==> src/rtl/encoder_value_tracker.sv <==
// Turns the decoder's wrapping 8-bit click count into signed deltas and applies
// them one step per clock to a bounded user value, with saturate or wrap handling.
module encoder_value_tracker #(
   parameter int unsigned VALUE_W     = 8,
   parameter int unsigned MIN_VAL     = 0,
   parameter int unsigned MAX_VAL     = 100,
   parameter int unsigned INIT_VAL    = 50,
   parameter int unsigned WRAP        = 0,
   parameter int unsigned STEP        = 1,
   parameter int unsigned COARSE_STEP = 10
) (
   input  logic               clk,
   input  logic               reset,
   input  logic [7:0]         count,
   input  logic               coarse,
   input  logic               load,
   input  logic [VALUE_W-1:0] load_value,
   output logic [VALUE_W-1:0] value,
   output logic               at_min,
   output logic               at_max,
   output logic               up_pulse,
   output logic               down_pulse,
   output logic               busy
);

   localparam int unsigned AW = VALUE_W + 2;
   localparam int unsigned PW = 10;

   localparam logic [AW-1:0]      MIN_A   = AW'(MIN_VAL);
   localparam logic [AW-1:0]      MAX_A   = AW'(MAX_VAL);
   localparam logic [AW-1:0]      RANGE_A = AW'(MAX_VAL - MIN_VAL + 1);
   localparam logic [AW-1:0]      STEP_A  = AW'(STEP);
   localparam logic [AW-1:0]      CSTEP_A = AW'(COARSE_STEP);
   localparam logic [VALUE_W-1:0] MIN_V   = VALUE_W'(MIN_VAL);
   localparam logic [VALUE_W-1:0] MAX_V   = VALUE_W'(MAX_VAL);
   localparam logic [VALUE_W-1:0] INIT_V  = VALUE_W'(INIT_VAL);
   localparam bit                 WRAP_EN     = (WRAP != 0);
   localparam bit                 INIT_AT_MIN = (INIT_VAL == MIN_VAL);
   localparam bit                 INIT_AT_MAX = (INIT_VAL == MAX_VAL);

   logic [VALUE_W-1:0] r_value;
   logic               r_at_min;
   logic               r_at_max;
   logic               r_up;
   logic               r_down;
   logic               r_busy;
   logic [7:0]         r_prev;
   logic               r_primed;
   logic [PW-1:0]      r_pending;

   logic [7:0]         w_delta;
   logic [PW:0]        w_sign;
   logic [PW:0]        w_pend_sum;
   logic [PW-1:0]      w_pend_clamped;
   logic [AW-1:0]      w_step_s;
   logic [AW-1:0]      w_val_ext;
   logic [AW-1:0]      w_sum;
   logic [AW-1:0]      w_step_val;
   logic [AW-1:0]      w_load_ext;
   logic [AW-1:0]      w_load_val;
   logic               w_step_en;
   logic               w_changed;
   logic [VALUE_W-1:0] w_value_d;
   logic [PW-1:0]      w_pend_d;
   logic               w_up_d;
   logic               w_down_d;

   assign value      = r_value;
   assign at_min     = r_at_min;
   assign at_max     = r_at_max;
   assign up_pulse   = r_up;
   assign down_pulse = r_down;
   assign busy       = r_busy;

   // Pending accumulator: drain one click toward zero, add the new delta, clamp to 10-bit signed.
   assign w_delta    = r_primed ? (count - r_prev) : 8'h00;
   assign w_sign     = r_pending[PW-1] ? {(PW+1){1'b1}}
                     : ((r_pending != '0) ? (PW+1)'(1) : '0);
   assign w_pend_sum = {r_pending[PW-1], r_pending} - w_sign
                     + {{(PW-7){w_delta[7]}}, w_delta};

   always_comb begin
      w_pend_clamped = w_pend_sum[PW-1:0];
      if (!w_pend_sum[PW] && w_pend_sum[PW-1])
         w_pend_clamped = {1'b0, {(PW-1){1'b1}}};
      else if (w_pend_sum[PW] && !w_pend_sum[PW-1])
         w_pend_clamped = {1'b1, {(PW-1){1'b0}}};
   end

   // One step of the tracked value, all unsigned in VALUE_W+2 bits so nothing overflows.
   assign w_step_en = (r_pending != '0);
   assign w_step_s  = coarse ? CSTEP_A : STEP_A;
   assign w_val_ext = {2'b00, r_value};
   assign w_sum     = w_val_ext + w_step_s;

   always_comb begin
      w_step_val = w_val_ext;
      if (!r_pending[PW-1]) begin
         if (w_sum > MAX_A)
            w_step_val = WRAP_EN ? (w_sum - RANGE_A) : MAX_A;
         else
            w_step_val = w_sum;
      end else begin
         if (w_val_ext < (MIN_A + w_step_s))
            w_step_val = WRAP_EN ? (w_val_ext + RANGE_A - w_step_s) : MIN_A;
         else
            w_step_val = w_val_ext - w_step_s;
      end
   end

   assign w_load_ext = {2'b00, load_value};
   assign w_load_val = (w_load_ext < MIN_A) ? MIN_A
                     : ((w_load_ext > MAX_A) ? MAX_A : w_load_ext);
   assign w_changed  = (VALUE_W'(w_step_val) != r_value);

   // Load wins over stepping and discards both the backlog and this edge's delta.
   always_comb begin
      w_value_d = r_value;
      w_pend_d  = w_pend_clamped;
      w_up_d    = 1'b0;
      w_down_d  = 1'b0;
      if (load) begin
         w_value_d = VALUE_W'(w_load_val);
         w_pend_d  = '0;
      end else if (w_step_en) begin
         w_value_d = VALUE_W'(w_step_val);
         w_up_d    = !r_pending[PW-1] && (WRAP_EN || w_changed);
         w_down_d  =  r_pending[PW-1] && (WRAP_EN || w_changed);
      end
   end

   always_ff @(posedge clk or posedge reset) begin
      if (reset) begin
         r_value   <= INIT_V;
         r_at_min  <= INIT_AT_MIN;
         r_at_max  <= INIT_AT_MAX;
         r_up      <= 1'b0;
         r_down    <= 1'b0;
         r_busy    <= 1'b0;
         r_prev    <= 8'h00;
         r_primed  <= 1'b0;
         r_pending <= '0;
      end else begin
         r_value   <= w_value_d;
         r_at_min  <= (w_value_d == MIN_V);
         r_at_max  <= (w_value_d == MAX_V);
         r_up      <= w_up_d;
         r_down    <= w_down_d;
         r_busy    <= (w_pend_d != '0);
         r_prev    <= count;
         r_primed  <= 1'b1;
         r_pending <= w_pend_d;
      end
   end

endmodule

==> config.mk <==
export PLATFORM = sky130hd
export DESIGN_NAME = encoder_value_tracker
export DESIGN_NICKNAME = d
export VERILOG_FILES = /design/src/rtl/encoder_value_tracker.sv
export SDC_FILE = /design/constraint.sdc
export NUM_CORES = 1
export LEC_CHECK = 0
export ABC_AREA = 1
export CORE_ASPECT_RATIO = 1.25
export CORE_MARGIN = 5
export CORE_UTILIZATION = 30
export DETAILED_ROUTE_END_ITERATION = 6
export PLACE_DENSITY = 0.47
export SLEW_MARGIN = 40
export SYNTH_ARGS = -nofsm -noshare
export SYNTH_HDL_FRONTEND = slang
export SYNTH_SLANG_ARGS = --single-unit
==> constraint.sdc <==
create_clock -name clk -period 5.3 [get_ports clk]
set_input_delay 1.06 -clock clk [delete_from_list [all_inputs] [get_ports clk]]
set_output_delay 1.06 -clock clk [all_outputs]
set_load 0.1 [all_outputs]
==> results_dict.tcl, run 1 <==
set metrics [dict create \
    dpl_cell_area_um2 3610 \
    fp-row-count 42 \
    cts_buffer_depth 2 \
    use_met2 0.269 \
    post-route-util 0.361 \
    layout.area.seq_um2 805 \
    yosysWarnings 0 \
    area_growth_pct 18.4 \
    status "complete, no violations" \
    maxSlewViolCount 0 \
    hold_depth 3 \
    numPortBuffers 32 \
    grt_start_max_net_pins 33 \
    ios 33 \
    place_congestion 0.871 \
    r2r-end "busy" \
    ff2ff_path_depth 26 \
    clkLatencyLatePin_ns 0.28 \
    syn-num-nets 518 \
    clock.fmax_mhz 208 \
    ys_types 39 \
    r2r_slack_ns 1.41 \
    clkSinkCount 32 \
    drv_cap 0 \
    wirelength_um 8660 \
    r2r-start "r_pending[9]" \
    fin_nets 554 \
    antenna_found_initial 0 \
    grt_util_all_layers 0.141 \
    grt_pass1_vias 2899 \
    drc 0 \
    dp_hpwl_um 7130 \
    multi_input_area_um2 2050 \
    hold_class "reg2reg" \
    htreeDepth 2 \
    post_cts_buffers 0 \
    cts.clk_slew.worst_paths_ns 0.05 \
    hold_start "r_pending[0]" \
    cts_tree "built" \
    die-area_um2 12900 \
    hold_buffers 0 \
    setup_violations 0 \
    grt_overflow_total 0 \
    netlist_area_um2 3200 \
    final_antenna_net_count 0 \
    hold_violations 0 \
    diodes 0 \
    synth_seq_cells 32 \
    use_met1 0.162 \
    die-width_um 102 \
    via_per_inst 4.63 \
    core_um2 10500 \
    start_kind "primary input" \
    die_y_um 126 \
    period_needed_ns 4.80 \
    tns_ns 0 \
    cts_resized 0 \
    wl_per_cell_um 13.7 \
    cts-root-buf "clkbuf_16" \
    crit_path_end_kind "flip-flop" \
    max_slew_margin 0.660 \
    crit_arrival_ns 4.95 \
    initial_utilization 0.305 \
    drt_iter0_drc 87 \
    drive_above_1_share 0.129 \
    synthCells 461 \
    final_area_um2 3790 \
    busiest_layer "met2" \
    dr.pass1.iters 4 \
    ys_seq_area_frac 0.251 \
    grt_pass1_wl_um 14200 \
    skew_ns 0.00944 \
    holdPathEnd "r_pending[0]" \
    num_vias 2915 \
    grt_setup_unrepaired "no" \
    place_ws_ns 0.208 \
    crit_type "in2reg" \
    fillers 1122 \
    worst_pin_slew_ns 0.510 \
    post-route-worst-setup-slack_ns 0.502 \
    met3_usage 0.0184 \
    avgSynthCellArea_um2 6.95 \
    min_period_over_period 0.905 \
    cp_max_fo 4 \
    cp.required_ns 5.46 \
    cts_buffers 5 \
]
cells in the mapped netlist:
cell,count,area [um2]
buf_2,2,10.0
dfstp_2,3,78.8
nand3_1,45,225
a21oi_1,13,65.1
nor2_1,41,154
nand3_2,4,40.0
conb_1,1,3.75
xnor2_1,5,43.8
buf_6,1,11.3
nor2_4,1,11.3
inv_2,7,26.3
nand2_2,11,68.8
a21boi_1,1,7.51
buf_4,1,7.51
o211ai_1,1,7.51
o21ai_1,5,25.0
nand3b_1,2,15.0
nor3_1,3,15.0
clkinv_1,1,3.75
clkbuf_1,1,3.75
o21ai_2,1,8.76
nand4_1,6,37.5
a31oi_1,4,25.0
ha_1,25,313
o21bai_1,3,22.5
o21ai_0,22,110
nand2_4,2,22.5
nand2_1,111,417
fa_1,12,240
a21boi_2,1,11.3
or2_2,2,12.5
inv_1,76,285
dfrtp_1,29,726
nor2_2,6,37.5
a21o_1,3,22.5
nand3b_4,1,20.0
xor2_1,6,52.6
o21bai_2,1,11.3
buf_1,1,3.75
cell type report:
type	instances	share of cell area
multi-input cells	339	0.540
flip-flops and latches	32	0.212
inverters	84	0.0832
repair buffers	35	0.0733
well taps	132	0.0436
clock buffers	7	0.0403
clock inverters	1	0.00792
cell usage in the layout (no fill, tap or decap), types with 4 or more instances in the layout:
master / synthesis / routed
xor2_1: 6 / 6
inv_2: 7 / 7
clkbuf_16: 0 / 5
ha_1: 25 / 25
o21ai_1: 5 / 5
nand3_1: 45 / 45
buf_2: 2 / 13
a31oi_1: 4 / 4
nor2_1: 41 / 41
nand2_2: 11 / 11
fa_1: 12 / 12
nand2_1: 111 / 111
nand4_1: 6 / 6
inv_1: 76 / 76
nor2_2: 6 / 6
o21ai_0: 22 / 22
clkdlybuf4s50_1: 0 / 19
a21oi_1: 13 / 13
xnor2_1: 5 / 5
nand3_2: 4 / 4
dfrtp_1: 29 / 29
through the flow:
step | hold slack (ns) | std cells
2_1_floorplan | 0.609 | 461
3_3_place_gp | 0.654 | 622
3_5_place_dp | 0.658 | 622
4_1_cts | 0.670 | 630
5_1_grt | 0.719 | 630
6_report | 0.662 | 630
worst max path at each step:
| stage | slack (ns) | end | from | cells after the start |
|---|---|---|---|---|
| after CTS | 0.49 | busy | count[0] | 27 |
| final | 0.50 | busy | count[0] | 27 |
| after detailed placement | 0.21 | busy | count[0] | 27 |
| after global routing | 0.06 | busy | count[0] | 27 |
| after floorplan | 1.02 | busy | count[0] | 26 |
| after global placement | 0.31 | busy | count[0] | 27 |
layer usage:
metal | wire (um) | part of all wire | vias to the layer above
li1 | - | - | 1517
met1 | 3610 | 0.42 | 1351
met2 | 4720 | 0.55 | 39
met3 | 215 | 0.025 | 8
met4 | 106 | 0.012 | 0
met5 | 0 | 0 | -
sequential cells by signal, indices dropped and copies added, names as in the netlist:
| register | flops |
|---|---|
| at_max | 1 |
| at_min | 1 |
| busy | 1 |
| down_pulse | 1 |
| r_pending | 10 |
| r_prev | 8 |
| r_primed | 1 |
| up_pulse | 1 |
| value | 8 |
worst max-delay path: stages:
cell and delay (ns):
clkdlybuf4s50_1 0.41, inv_1 0.06, ha_1 0.13, inv_1 0.06, fa_1 0.39, a31oi_1 0.23
nor2_1 0.08, nor2_1 0.10, nor2_1 0.06, o21ai_0 0.14, nand3b_1 0.11, fa_1 0.49
inv_1 0.04, ha_1 0.30, inv_1 0.06, o21ai_0 0.22, a31oi_1 0.12, nand3_1 0.13
inv_1 0.07, nand3_1 0.08, nand2_1 0.08, nor2_1 0.12, nor2_2 0.07, nand2_1 0.09
nand2_1 0.06, nor2_1 0.10, nand3_1 0.07
logic make-up after synthesis:
group | after synthesis | share of synthesized area
other cells | 1 | 0.00117
xor+xnor | 11 | 0.0301
simple gates | 235 | 0.336
buf+inv | 90 | 0.110
compound gates | 55 | 0.0989
flops | 32 | 0.251
fa+ha+maj | 37 | 0.173
Power of run 1 is not shown: default switching activity piles up to over one toggle a cycle in this logic, so the estimate is an artifact.
==> run 2: changes to the inputs <==
--- a/config.mk
+++ b/config.mk
@@ -10,7 +10,8 @@
 export CORE_MARGIN = 5
 export CORE_UTILIZATION = 30
 export DETAILED_ROUTE_END_ITERATION = 6
-export PLACE_DENSITY = 0.47
+export GPL_TIMING_DRIVEN = 0
+export PLACE_DENSITY_LB_ADDON = 0.12
 export SLEW_MARGIN = 40
 export SYNTH_ARGS = -nofsm -noshare
 export SYNTH_HDL_FRONTEND = slang
==> results_dict.tcl, run 2 (same netlist as run 1, synthesis figures left out) <==
set metrics [dict create \
    fp-row-count 42 \
    ff2ff_path_depth 26 \
    diodes 0 \
    cts_buffers 5 \
    cp_max_fo 4 \
    die-area_um2 12900 \
    final_cell_mix "nand2_1 (111), inv_1 (75), nand3_1 (45), nor2_1 (41), dfrtp_1 (29)" \
    maxSlewViolCount 0 \
    initial_utilization 0.305 \
    die-width_um 102 \
    tns_ns 0 \
    period_needed_ns 4.77 \
    busiest_layer "met2" \
    largest_reg_flops 10 \
    grt_overflow_total 0 \
    cts.clk_slew.worst_paths_ns 0.06 \
    numPortBuffers 32 \
    wirelength_um 8690 \
    regMostFlops "r_pending" \
    grt_start_max_net_pins 33 \
    met3_usage 0.0201 \
    skew_ns 0.00521 \
    clkLatencyLatePin_ns 0.28 \
    grt_setup_unrepaired "no" \
    cts-root-buf "clkbuf_16" \
    layout_commonest_cell "nand2_1" \
    ios 33 \
    hold_depth 3 \
    max_slew_margin 0.541 \
    drv_cap 0 \
    grt_pass1_vias 3109 \
    hold_violations 0 \
    die_y_um 126 \
    via_per_inst 4.65 \
    grt_util_all_layers 0.149 \
    fin_nets 557 \
    status "complete, no violations" \
    cp.required_ns 5.45 \
    drt_iter0_drc 86 \
    crit_arrival_ns 4.92 \
    drc 0 \
    cts_buffer_depth 2 \
    antenna_found_initial 0 \
    drive_above_1_share 0.134 \
    use_met1 0.165 \
    grt_pass1_wl_um 15000 \
    worst_pin_slew_ns 0.687 \
    post_cts_buffers 0 \
    critPathMaxStageDelay_ns 0.50 \
    core_um2 10500 \
    min_period_over_period 0.899 \
    final_antenna_net_count 0 \
    r2r_slack_ns 0.70 \
    crit_type "in2reg" \
    use_met2 0.276 \
    cts_tree "built" \
    start_kind "primary input" \
    place_congestion 0.803 \
    num_vias 2942 \
    area_growth_pct 18.5 \
    crit_path_end_kind "flip-flop" \
    dp_hpwl_um 7260 \
    dr.pass1.iters 4 \
    clock.fmax_mhz 210 \
    clkSinkCount 32 \
    cp_slowest_cell "fa_1" \
    hold_class "reg2reg" \
    setup_violations 0 \
    htreeDepth 2 \
    wl_per_cell_um 13.7 \
]
run 2: cell count changes in the layout (fill, tap and decap cells not counted), sizes merged:
cell      previous run  this run
clkinvlp             0         1
buf                 16        18
run 2: routing by layer:
| layer | share of wire | wire length [um] |
|---|---|---|
| met1 | 0.40 | 3440 |
| met2 | 0.54 | 4710 |
| met5 | 0 | 0 |
| met4 | 0.035 | 301 |
| met3 | 0.026 | 230 |
run 2: path summary, 6_finish.rpt:
path | startpoint | end
min reg2reg | r_pending[0] | r_pending[0]
min | r_pending[0] | r_pending[0]
max reg2reg | r_pending[9] | busy
min in group asynchronous | reset | r_prev[3]
max in group asynchronous | reset | busy
max | count[0] | busy
run 2: timing repair:
action / CTS / global route
hold buffers: 0 / 0
resized for setup: 0 / 3
endpoints found under the setup margin: 0 / 1
run 2: cell type report:
type | count | area (um2)
clock buffer | 6 | 129
clock inverter | 2 | 35.0
inverter | 84 | 319
tap | 132 | 165
timing repair buffer | 32 | 255
multi-input combinational | 339 | 2050
sequential | 32 | 805
buffer | 6 | 36.3
fill | 1165 | 6720
run 2: per-stage QoR:
stage / setup WS [ns] / utilization / std cells / cell area, um2 / hold slack [ns]
after floorplan: 1.02 / - / 461 / 3200 / 0.609
after global placement: 0.154 / 0.351 / 625 / 3690 / 0.643
after detailed placement: 0.115 / 0.345 / 625 / 3620 / 0.652
after CTS: 0.393 / 0.360 / 633 / 3790 / 0.665
after global routing: 0.00952 / 0.361 / 633 / 3790 / 0.710
final: 0.533 / 0.361 / 633 / 3790 / 0.666
run 2: worst max-delay path: cells and delay by family:
kind / cells / cell delay [ns]
and+or+nand+nor: 13 / 1.18
buffers and inverters: 6 / 0.71
AOI/OAI and AO/OA: 4 / 0.65
adders and majority gates: 4 / 1.33
Power of run 2 is left out for the same reason.
==> run 3: changes to the inputs <==
==> constraint.sdc (replaced) <==
create_clock -name clk -period 4.96 [get_ports clk]
set_input_delay 0.992 -clock clk [delete_from_list [all_inputs] [get_ports clk]]
set_output_delay 0.992 -clock clk [all_outputs]
set_load 0.1 [all_outputs]
==> results_dict.tcl, run 3 (same netlist as run 1, synthesis figures left out) <==
set metrics [dict create \
    antenna_found_initial 0 \
    cts_buffers 5 \
    layout_commonest_cell "nand2_1" \
    cts_tree "built" \
    area_growth_pct 21.8 \
    hold_class "reg2reg" \
    grt_start_max_net_pins 33 \
    multi_input_area_um2 2100 \
    final_cell_mix "nand2_1 (109), inv_1 (74), nand3_1 (44), nor2_1 (39), dfrtp_1 (29)" \
    final_area_um2 3900 \
    grt_util_all_layers 0.149 \
    grt_pass1_vias 3109 \
    wl_per_cell_um 13.8 \
    hold_buffers 0 \
    via_per_inst 4.67 \
    die_y_um 126 \
    status "complete, no violations" \
    regMostFlops "r_pending" \
    diodes 0 \
    drive_above_1_share 0.167 \
    ios 33 \
    clkLatencyLatePin_ns 0.28 \
    largest_reg_flops 10 \
    fin_nets 564 \
    initial_utilization 0.305 \
    crit_path_end_kind "flip-flop" \
    cp_slowest_cell "fa_1" \
    post-route-util 0.371 \
    dp_hpwl_um 7260 \
    dpl_cell_area_um2 3620 \
    fillers 1156 \
    core_um2 10500 \
    cts.clk_slew.worst_paths_ns 0.05 \
    place_congestion 0.803 \
    crit_arrival_ns 4.76 \
    fin_hold_ws_ns 0.665 \
    grt_overflow_total 0 \
    numPortBuffers 32 \
    drc 0 \
    crit_type "in2reg" \
    clock.fmax_mhz 217 \
    hold_violations 0 \
    final_antenna_net_count 0 \
    maxSlewViolCount 0 \
    worst_pin_slew_ns 0.695 \
    wirelength_um 8820 \
    fp-row-count 42 \
    cp_top_family "simple AND/OR/NAND/NOR gates" \
    drt_iter0_drc 113 \
    layout.area.seq_um2 805 \
    max_slew_margin 0.536 \
    path_buf_inv 5 \
    htreeDepth 2 \
    critPathMaxStageDelay_ns 0.49 \
    clkSinkCount 32 \
    drv_cap 0 \
    cp.required_ns 5.12 \
    cts_buffer_depth 2 \
    die-width_um 102 \
    die-area_um2 12900 \
    dr.pass1.iters 4 \
    setup_violations 0 \
    num_vias 2988 \
    min_period_over_period 0.927 \
    cts-root-buf "clkbuf_16" \
    period_needed_ns 4.60 \
    skew_ns 0.00478 \
    start_kind "primary input" \
    cp_max_fo 4 \
    grt_pass1_wl_um 15000 \
]
## run 3: changes by cell type in the layout (fill, tap and decap cells not counted), sizes merged
cell and change:
buf +7
## run 3: worst paths after layout
check	cells after the start	end	slack, ns	startpoint
max	27	busy	0.36	count[0]
min	3	r_pending[0]	0.66	r_pending[0]
max reg2reg	26	busy	0.52	r_pending[9]
min reg2reg	3	r_pending[0]	0.66	r_pending[0]
max in group asynchronous	2	busy	3.37	reset
min in group asynchronous	2	r_prev[3]	1.14	reset
## run 3: per-stage QoR
step | cells | TNS, ns | worst slack (ns)
final | 640 | 0 | 0.360
after global routing | 640 | -0.0322 | -0.0322
after CTS | 633 | 0 | 0.0527
after detailed placement | 625 | -0.157 | -0.157
after global placement | 625 | -0.118 | -0.118
after floorplan | 461 | 0 | 0.748
## run 3: routing by layer
| metal | up-vias | share of wire | track usage |
|---|---|---|---|
| li1 | 1550 | - | - |
| met1 | 1370 | 0.39 | 0.165 |
| met2 | 50 | 0.55 | 0.276 |
| met3 | 18 | 0.031 | 0.0201 |
| met4 | 0 | 0.034 | 0.0680 |
| met5 | - | 0 | 0 |
## run 3: area by class of cell
class,instances,area share
clock buffers,6,0.0331
multi-input cells,339,0.539
inverters,84,0.0818
clock inverters,2,0.00899
flip-flops and latches,32,0.206
repair buffers,39,0.0789
plain buffers,6,0.00931
well taps,132,0.0424
## run 3: repair_timing
item | CTS | global route
resized for setup | 0 | 16
setup buffers | 0 | 7
setup endpoints to repair | 0 | 11
## run 3: worst reg2reg max path, cell delays in order (launching register included)
cell and delay (ns):
dfrtp_1 0.58, buf_2 0.35, clkinvlp_4 0.29, ha_1 0.26
nand2_1 0.10, inv_1 0.05, nand2_1 0.21, inv_1 0.15
nand2_1 0.08, ha_1 0.23, inv_1 0.06, ha_1 0.19
inv_1 0.09, fa_1 0.41, o21ai_1 0.29, nand2_1 0.09
nand2_1 0.12, nand2_1 0.06, nand2_1 0.06, nand3_1 0.09
nand2_2 0.11, nor2_2 0.04, nor2_2 0.17, nand2_1 0.11
nand2_1 0.08, nor2_1 0.05, nand3_1 0.06
Power of run 3 is left out for the same reason.
